### config.mk
export PLATFORM = sky130hd
export DESIGN_NAME = ac_register_unit
export DESIGN_NICKNAME = d
export VERILOG_FILES = /design/src/rtl/ac_register_unit_pkg.sv /design/src/rtl/ac_register_unit_alu.sv /design/src/rtl/ac_register_unit.sv
export SDC_FILE = /design/constraint.sdc
export NUM_CORES = 1
export LEC_CHECK = 0
export CORE_MARGIN = 10
export CORE_UTILIZATION = 28
export DETAILED_ROUTE_END_ITERATION = 8
export DONT_BUFFER_PORTS = 1
export GPL_ROUTABILITY_DRIVEN = 0
export GPL_TIMING_DRIVEN = 0
export PLACE_DENSITY = 0.37
export SLEW_MARGIN = 20
export SYNTH_ARGS = -nofsm -noshare
export SYNTH_HDL_FRONTEND = slang
export SYNTH_SLANG_ARGS = --single-unit
### constraint.sdc
create_clock -name clk -period 3.4 [get_ports clk]
set_input_delay 0.51 -clock clk [delete_from_list [all_inputs] [get_ports clk]]
set_output_delay 0.51 -clock clk [all_outputs]
set_load 0.1 [all_outputs]
### src/rtl/ac_register_unit_pkg.sv
// ac_pkg: shared definitions for the accumulator datapath.
//   AC_WIDTH / IN_WIDTH : default AC and INPR widths.
//   ac_op_t             : the single AC micro-operation selected in a cycle.
//   ac_decode()         : priority-encodes the raw control strobes into ac_op_t.
package ac_pkg;

  localparam int unsigned AC_WIDTH = 16;
  localparam int unsigned IN_WIDTH = 8;

  typedef enum logic [3:0] {
    NONE,
    ADD,
    SUB,
    AND,
    OR,
    XOR,
    LDA,
    INC,
    CLR,
    CMA,
    CIR,
    CIL,
    INP
  } ac_op_t;

  // AC chain: CLR > LD > INC > CMA > CIR > CIL > INP.
  // Under LD: ADD > SUB > AND > OR > XOR > LDA; LD with no op line holds AC.
  function automatic ac_op_t ac_decode(
    input logic ld,
    input logic op_and,
    input logic op_add,
    input logic op_lda,
    input logic op_sub,
    input logic op_or,
    input logic op_xor,
    input logic inc,
    input logic clr,
    input logic cma,
    input logic cir,
    input logic cil,
    input logic inp
  );
    ac_op_t op;
    op = NONE;
    if (clr) begin
      op = CLR;
    end else if (ld) begin
      if (op_add)      op = ADD;
      else if (op_sub) op = SUB;
      else if (op_and) op = AND;
      else if (op_or)  op = OR;
      else if (op_xor) op = XOR;
      else if (op_lda) op = LDA;
      else             op = NONE;
    end else if (inc) begin
      op = INC;
    end else if (cma) begin
      op = CMA;
    end else if (cir) begin
      op = CIR;
    end else if (cil) begin
      op = CIL;
    end else if (inp) begin
      op = INP;
    end
    return op;
  endfunction

endpackage

### src/rtl/ac_register_unit_alu.sv
// ac_alu: combinational result generator for one AC micro-operation.
//   ac_i, e_i   : current AC and E.
//   dr_i        : memory operand.
//   inpr_i      : input character.
//   op_i        : decoded operation.
//   ac_o        : next AC (equals ac_i when op_i is NONE).
//   e_o, e_we_o : next E and its write enable (ADD, SUB, CIR, CIL only).
//   ovf_o       : signed overflow of ADD/SUB.
module ac_alu
  import ac_pkg::*;
#(
  parameter int unsigned WIDTH    = ac_pkg::AC_WIDTH,
  parameter int unsigned IN_WIDTH = ac_pkg::IN_WIDTH
) (
  input  logic [WIDTH-1:0]    ac_i,
  input  logic                e_i,
  input  logic [WIDTH-1:0]    dr_i,
  input  logic [IN_WIDTH-1:0] inpr_i,
  input  ac_op_t              op_i,
  output logic [WIDTH-1:0]    ac_o,
  output logic                e_o,
  output logic                e_we_o,
  output logic                ovf_o
);

  logic [WIDTH:0]   sum_add;
  logic [WIDTH:0]   sum_sub;
  logic [WIDTH-1:0] dr_n;

  assign dr_n    = ~dr_i;
  assign sum_add = {1'b0, ac_i} + {1'b0, dr_i};
  // Carry-out of AC + ~DR + 1 is the "no borrow" flag.
  assign sum_sub = {1'b0, ac_i} + {1'b0, dr_n} + {{WIDTH{1'b0}}, 1'b1};

  always_comb begin
    ac_o   = ac_i;
    e_o    = e_i;
    e_we_o = 1'b0;
    ovf_o  = 1'b0;
    unique case (op_i)
      ADD: begin
        {e_o, ac_o} = sum_add;
        e_we_o      = 1'b1;
        ovf_o       = (ac_i[WIDTH-1] == dr_i[WIDTH-1]) &&
                      (sum_add[WIDTH-1] != ac_i[WIDTH-1]);
      end
      SUB: begin
        {e_o, ac_o} = sum_sub;
        e_we_o      = 1'b1;
        ovf_o       = (ac_i[WIDTH-1] == dr_n[WIDTH-1]) &&
                      (sum_sub[WIDTH-1] != ac_i[WIDTH-1]);
      end
      AND: ac_o = ac_i & dr_i;
      OR:  ac_o = ac_i | dr_i;
      XOR: ac_o = ac_i ^ dr_i;
      LDA: ac_o = dr_i;
      INC: ac_o = ac_i + {{(WIDTH-1){1'b0}}, 1'b1};
      CLR: ac_o = '0;
      CMA: ac_o = ~ac_i;
      CIR: begin
        ac_o   = {e_i, ac_i[WIDTH-1:1]};
        e_o    = ac_i[0];
        e_we_o = 1'b1;
      end
      CIL: begin
        ac_o   = {ac_i[WIDTH-2:0], e_i};
        e_o    = ac_i[WIDTH-1];
        e_we_o = 1'b1;
      end
      INP: ac_o[IN_WIDTH-1:0] = inpr_i;
      default: ac_o = ac_i;
    endcase
  end

endmodule

### src/rtl/ac_register_unit.sv
// ac_register_unit: accumulator (AC) and extended-carry (E) registers driven
// by the control-unit strobes.
//   clk, rst          : rising-edge clock, synchronous active-high reset.
//   DR, INPR          : memory operand, input character.
//   LD + AND/ADD/LDA/SUB/OR/XOR : load AC from the selected ALU op.
//   INC, CLR, CMA, CIR, CIL, INP : AC micro-ops.
//   CLE, CME          : E-only ops, combinable with a non-E AC op.
//   AC, E             : registered state.
//   AC_ZERO, AC_NEG   : combinational flags from AC.
//   OVF               : sticky signed overflow, only when AC_OVERFLOW_EN is defined.
module ac_register_unit #(
  parameter int unsigned WIDTH    = ac_pkg::AC_WIDTH,
  parameter int unsigned IN_WIDTH = ac_pkg::IN_WIDTH
) (
  input  logic                clk,
  input  logic                rst,
  input  logic [WIDTH-1:0]    DR,
  input  logic [IN_WIDTH-1:0] INPR,
  input  logic                LD,
  input  logic                AND,
  input  logic                ADD,
  input  logic                LDA,
  input  logic                SUB,
  input  logic                OR,
  input  logic                XOR,
  input  logic                INC,
  input  logic                CLR,
  input  logic                CMA,
  input  logic                CLE,
  input  logic                CME,
  input  logic                CIR,
  input  logic                CIL,
  input  logic                INP,
  output logic [WIDTH-1:0]    AC,
  output logic                E,
  output logic                AC_ZERO,
  output logic                AC_NEG
`ifdef AC_OVERFLOW_EN
  ,
  output logic                OVF
`endif
);

  import ac_pkg::*;

  logic [WIDTH-1:0] ac_q;
  logic             e_q;
  logic             e_d;
  ac_op_t           op;
  logic [WIDTH-1:0] alu_ac;
  logic             alu_e;
  logic             alu_e_we;
  logic             ovf_set;

  assign op = ac_decode(LD, AND, ADD, LDA, SUB, OR, XOR,
                        INC, CLR, CMA, CIR, CIL, INP);

  ac_alu #(
    .WIDTH    (WIDTH),
    .IN_WIDTH (IN_WIDTH)
  ) u_alu (
    .ac_i   (ac_q),
    .e_i    (e_q),
    .dr_i   (DR),
    .inpr_i (INPR),
    .op_i   (op),
    .ac_o   (alu_ac),
    .e_o    (alu_e),
    .e_we_o (alu_e_we),
    .ovf_o  (ovf_set)
  );

  // An E write from the winning AC op beats CLE/CME.
  always_comb begin
    e_d = e_q;
    if (alu_e_we)  e_d = alu_e;
    else if (CLE)  e_d = 1'b0;
    else if (CME)  e_d = ~e_q;
  end

  always_ff @(posedge clk) begin
    if (rst) begin
      ac_q <= '0;
      e_q  <= 1'b0;
    end else begin
      ac_q <= alu_ac;
      e_q  <= e_d;
    end
  end

`ifdef AC_OVERFLOW_EN
  logic ovf_q;

  always_ff @(posedge clk) begin
    if (rst || CLR) ovf_q <= 1'b0;
    else if (ovf_set) ovf_q <= 1'b1;
  end

  assign OVF = ovf_q;
`else
  logic unused_ovf;
  assign unused_ovf = ovf_set;
`endif

  assign AC      = ac_q;
  assign E       = e_q;
  assign AC_ZERO = (ac_q == '0);
  assign AC_NEG  = ac_q[WIDTH-1];

endmodule

==> qor.csv, run 1 <==
metric,value,unit
place_hpwl,16.5,mm
r2r-end,AC[14],
dieArea,0.0208,mm^2
worstSetupEndpointType,register,
r2r_start,AC[0],
coreArea,0.0151,mm^2
post-route-cell-area,0.00472,mm^2
async_flop_share,0,%
rows,45,
syn_area,0.00431,mm^2
synth_top_area_share,14.5,%
synth_warnings,0,
synth_seq_area_share,7.89,%
crit_slowest_cell,dfxtp_4,
p_seq_share,28.1,%
drtPass1Iterations,5,
cts.sinks,17,
drv_slew,0,
p_per_area,336,mW/mm^2
h-tree-depth,1,
p_sw_share,56.6,%
internal_power,687,uW
ir_worst_vdd,0.172,mV
nNetsFinal,697,
grt_remaining_overflow,0,
cts_hold_buf,0,
start_util,28.5,%
post_dp_cell_area,0.00456,mm^2
crit_required,3550,ps
cts-root-buf,clkbuf_16,
drt_iter0_drc,550,
die_w,144,um
min_path_type,primary input to register,
cts_tree,yes,
die_h,144,um
postRouteAntennaNets,0,
min_to,AC[1],
slowest_delay,580,ps
groute.usage.overall,20.4,%
vias,5028,
syn-num-nets,694,
post_drt_wl_per_cell,27.4,um
setup_viol,0,
insertion_delay,270,ps
hold_viol_final,0,
clock.fmax,301,MHz
synth-seq-cells,17,
grt_pass1_wl,31.5,mm
clk_pin_slew,70,ps
grt_pass1_vias,4871,
antenna_found_initial,0,
r2r_cells,10,
min_delay_path_depth,2,
cp_max_fo,7,
finalCritPeriodShare,97.7,%
maxCapViolCount,0,
fin_crit,3320,ps
power_leakage,0.00182,uW
fill_cells,1680,
area_growth,9.43,%
wl,21.7,mm
synthTopCellsByArea,"ha_1 (15%), dfxtp_1 (7.9%), a21oi_1 (4.4%)",
cp.arrival,3470,ps
clockPowerShare,17.8,%
path_class,register to register,
combPwrFrac,54.1,%
grt_max_degree,12,
top_level_ports,60,
stdcell_count,791,
rsz0062_at_grt,false,
synth_edf_count,0,
hold_path.startpoint,DR[1],
dp.cells,789,
drive_gt1_share,13.1,%
syn_avg_cell_area,7.18,um^2
synth_cells,601,
cts_buffer_depth,2,
clock-skew-final,7.24,ps
relSlewSlack,26.9,%
io_buffers,0,
synth_top_area_cell,ha_1,
r2r_slack,80,ps
cts_made_buffers,3,
vias_per_cell,6.36,
drc,0,
ys.flop_type,dfxtp_1,
status,"finished, final reports clean",
worst_pin_slew,1100,ps
crit_chain,inv_1 -> ha_1 -> fa_1 -> o21ba_2 -> or4_4 -> a21oi_4 -> o21bai_1 -> xnor2_1 -> a22oi_1 -> a311oi_1,
setup_tns,0,ps
antennaDiodeCount,0,
power_switching,898,uW
synth_cell_type_count,83,
cp-start-kind,register,
## power by group through the flow
| stage | combinational [uW] | clock, uW | sequential, uW |
|---|---|---|---|
| 2_1_floorplan | 596 | 0 | 427 |
| 3_3_place_gp | 822 | 0 | 447 |
| 3_5_place_dp | 815 | 0 | 450 |
| 4_1_cts | 831 | 292 | 448 |
| 5_1_grt | 921 | 296 | 453 |
| 6_report | 857 | 282 | 445 |
## Yosys cell counts, types with 4 or more instances
cell and instances:
ha_1 50, a22oi_1 5, a222oi_1 6, and3_1 7, o21ai_0 32, nor3_2 5
buf_2 11, a41oi_1 4, nand3_1 16, o211a_1 4, nor3_1 21, a21oi_1 38
nor2b_1 8, inv_1 43, clkbuf_1 19, buf_6 5, xor2_1 4, a311oi_1 5
o21bai_1 4, a31oi_1 8, a211oi_1 20, o211ai_1 4, o2111ai_1 4, or4_1 4
nand2_1 39, mux2i_1 4, a221oi_1 5, or3_1 9, a221o_1 8, nand4_1 15
xnor2_1 17, nor4_1 8, a21o_1 12, nand2b_1 5, buf_4 6, dfxtp_1 17
o22ai_1 5, nor2_1 48
## cells in the final DEF (no fill, tap or decap), types with 5 or more instances in the layout
cell type	n
nor3_2	7
o21ai_0	30
buf_6	5
o22ai_1	5
and3_1	7
nand2_1	39
a22oi_1	5
nor4_1	8
nand2b_1	5
buf_2	9
a21o_1	12
buf_4	9
a221o_1	8
xnor2_1	17
a311oi_1	5
or3_1	9
dfxtp_4	12
a31oi_1	8
nor2_1	48
a222oi_1	6
nand3_1	16
clkbuf_1	14
nor2b_1	8
nor3_1	19
a221oi_1	5
a21oi_1	37
nand4_1	15
a211oi_1	18
inv_1	43
ha_1	49
## routing by layer
layer  GRT usage, %  part of all wire (%)
met1           26.1                    42
met2           33.1                    46
met3           5.28                   9.6
met4           5.05                   2.0
met5              0                     0
## worst max path at each step
stage               startpoint      to  slack (ps)
finish                   AC[0]  AC[14]          80
global route             AC[6]  AC[15]           4
CTS                      AC[7]  AC[15]           5
detailed placement       AC[2]  AC[15]        -880
global placement         AC[5]  AC[14]        -900
floorplan                AC[6]  AC[15]          20
## final cells by class
type                    count  area (um^2)  area share (%)
repair buffers              1         3.75          0.0795
inverters                  43          161            3.42
clock buffers               4         78.8            1.67
multi-input cells         499         3620            76.6
well taps                 188          235            4.98
flip-flops and latches     17          390            8.27
plain buffers              39          233            4.93
## state kept, by name, summed over array words and instances (netlist names)
signal and flops:
AC 16, E 1
## worst max-delay path: cells and delay by family, from the launching register on
kind,cells,cell delay (ps)
compound gates,5,1110
fa+ha+maj,2,670
flops,1,580
simple gates,1,470
xor+xnor,1,190
buf+inv,1,170
## per-stage QoR
step                setup WS (ps)  total power (uW)  hold WS, ps  utilization (%)
global placement             -904              1270          745             30.1
CTS                          5.14              1570          450             31.1
floorplan                    21.3              1020          704                -
global route                 4.38              1670          492             31.2
finish                       76.9              1590          452             31.2
detailed placement           -880              1270          735             30.1
## cell families after synthesis
logic type | after synthesis | synth area share, %
muxes | 5 | 1.45
buffers and inverters | 85 | 9.14
adders and majority gates | 52 | 15.4
DFF | 17 | 7.89
and+or+nand+nor | 212 | 26.2
xor gates and xnor gates | 21 | 4.26
AOI/OAI and AO/OA | 209 | 35.6
## what timing repair did
item,CTS,global route
setup buffers,1,0
pin swaps,0,3
setup endpoints to repair,12,9
gates resized for setup,29,11
(Power assumes the default switching activity.)
==> run 2, diff against run 1 <==
--- a/config.mk
+++ b/config.mk
@@ -5,13 +5,15 @@
 export SDC_FILE = /design/constraint.sdc
 export NUM_CORES = 1
 export LEC_CHECK = 0
+export CELL_PAD_IN_SITES_DETAIL_PLACEMENT = 1
+export CELL_PAD_IN_SITES_GLOBAL_PLACEMENT = 2
 export CORE_MARGIN = 10
 export CORE_UTILIZATION = 28
 export DETAILED_ROUTE_END_ITERATION = 8
 export DONT_BUFFER_PORTS = 1
 export GPL_ROUTABILITY_DRIVEN = 0
 export GPL_TIMING_DRIVEN = 0
-export PLACE_DENSITY = 0.37
+export PLACE_DENSITY = 0.6
 export SLEW_MARGIN = 20
 export SYNTH_ARGS = -nofsm -noshare
 export SYNTH_HDL_FRONTEND = slang
==> run 2 against run 1 <==
  * Global-route usage up 1.0 points
  * Clock power rose by 3%
  * Combinational power grew 3.0%
  * First-iteration DRC count fell by 39%
  * Die area did not move
  * Critical path type unchanged
  * Critical endpoint unchanged
==> qor.csv, run 2 (synthesized netlist as in run 1, its figures left out) <==
metric,value,unit,change
wl,22.4,mm,+3.3%
coreArea,0.0151,mm^2,unchanged
nNetsFinal,697,,unchanged
clock.fmax,303,MHz,+0.66%
die_h,144,um,unchanged
cp-start-kind,register,,
drv_slew,0,,unchanged
final_cell_mix,"ha_1 (49), nor2_1 (48), inv_1 (43)",,
crit_slowest_cell,dfxtp_4,,
post_drt_wl_per_cell,28.3,um,+3.3%
insertion_delay,270,ps,about the same
finalCritPeriodShare,97.1,%,-0.64 points
crit_required,3520,ps,-30 ps
post-route-cell-area,0.00480,mm^2,+1.6%
r2r-end,AC[14],,
post_dp_cell_area,0.00456,mm^2,unchanged
drive_gt1_share,15.4,%,+2.3 points
cp.arrival,3420,ps,-50 ps
r2r_slack,100,ps,+20 ps
final_util,31.7,%,+0.50 points
cts_made_buffers,3,,unchanged
vias,5071,,+0.86%
relSlewSlack,22.9,%,-4.0 points
groute.usage.overall,21.4,%,+1.0 points
cts.sinks,17,,unchanged
crit_start,AC[2],,
grt_pass1_vias,5149,,+5.7%
clock-skew-final,3.57,ps,-3.67 ps
drt_iter0_drc,338,,-39%
power_leakage,0.00185,uW,+1.8%
slowest_delay,550,ps,-30 ps
start_util,28.5,%,unchanged
power,1620,uW,+2.2%
cts_hold_buf,0,,unchanged
cts-root-buf,clkbuf_16,,
min_delay_path_depth,3,,+1
setup_viol,0,,unchanged
r2r_start,AC[2],,
worstSetupEndpointType,register,,
vias_per_cell,6.41,,+0.86%
cp_max_fo,10,,+3
io_buffers,0,,unchanged
fin_ws,98.6,ps,+21.7 ps
status,"finished, final reports clean",,
endpoint,AC[14],,
min_path_type,primary input to register,,
postRouteAntennaNets,0,,unchanged
largest_register_ffs,16,,unchanged
pre_cts_slack,-993,ps,-113 ps
die_w,144,um,unchanged
place_hpwl,17.4,mm,+5.4%
fill_cells,1876,,+12%
cts_tree,yes,,
p_per_area,338,mW/mm^2,+0.64%
antennaDiodeCount,0,,unchanged
hold_ws,455,ps,+2.32 ps
drtPass1Iterations,5,,unchanged
hold_viol_final,0,,unchanged
antenna_found_initial,0,,unchanged
top_level_ports,60,,unchanged
maxCapViolCount,0,,unchanged
cts_buffer_depth,2,,unchanged
grt_pass1_wl,33.7,mm,+6.9%
dieArea,0.0208,mm^2,unchanged
path_class,register to register,,
rsz0062_at_grt,false,,
rows,45,,unchanged
h-tree-depth,1,,unchanged
grt_max_degree,12,,unchanged
clk_pin_slew,70,ps,about the same
grt_remaining_overflow,0,,unchanged
final_common_cell,ha_1,,
crit_chain,buf_4 -> inv_1 -> ha_1 -> a211oi_1 -> o21ai_2 -> and2_1 -> o211a_1 -> or3_1 -> nand3_1 -> a311oi_2,,
area_growth,11.2,%,
fin_crit,3300,ps,-21.7 ps
ir_worst_vdd,0.162,mV,-5.6%
worst_pin_slew,1150,ps,+59.4 ps
r2r_cells,10,,unchanged
drc,0,,unchanged
==> run 2: changes by cell type in the layout (fill, tap and decap cells not counted), sizes merged <==
| cell | previous run | this run |
|---|---|---|
| clkinv | 0 | 1 |
| clkdlybuf4s18 | 0 | 1 |
| buf | 24 | 23 |
| clkbuf | 20 | 19 |
==> run 2: layout make-up <==
cell class	instances	area, um^2	area share, %
clock buffer	3	75.1	1.57
inverter	43	161	3.37
multi-input combinational	499	3680	76.7
buffer	38	230	4.80
sequential	17	393	8.19
timing repair buffer	2	17.5	0.365
clock inverter	1	5.00	0.104
tap	188	235	4.90
==> run 2: how the worst min path moves through the flow <==
stage | startpoint | to
2_1_floorplan | DR[1] | AC[1]
5_1_grt | DR[4] | AC[4]
6_report | DR[4] | AC[4]
3_5_place_dp | DR[1] | AC[1]
3_3_place_gp | DR[1] | AC[1]
4_1_cts | DR[4] | AC[4]
==> run 2: what timing repair did <==
item | in CTS | in global routing
cloned | 0 | 0
endpoints found under the hold margin | 0 | 0
pin swaps | 1 | 4
setup endpoints to repair | 14 | 8
resized for setup | 34 | 18
setup buffers | 2 | 0
==> run 2: power by group <==
part	internal (uW)	total, uW	switching [uW]
sequential	228	447	219
clock	160	291	131
combinational	310	883	574
total	697	1620	924
==> run 2: worst max-delay path: cells and delay by family (launching register included) <==
family,cells,cell delay [ps]
AOI/OAI and AO/OA,4,1120
DFF,1,550
buffers and inverters,2,350
adders and majority gates,1,430
and+or+nand+nor,3,710
==> run 2: through the flow <==
stage	setup TNS [ps]	instances
after floorplan	0	601
after global placement	-8270	789
after detailed placement	-8740	789
after CTS	0	793
after global routing	0	791
final	0	791
==> run 2: metal layers <==
| layer | wire [um] | track usage (%) | vias up |
|---|---|---|---|
| met2 | 10500 | 35.5 | 193 |
| met5 | 0 | 0 | - |
| li1 | - | - | 2299 |
| met4 | 788 | 7.85 | 0 |
| met1 | 9780 | 27.4 | 2535 |
| met3 | 1290 | 3.05 | 44 |
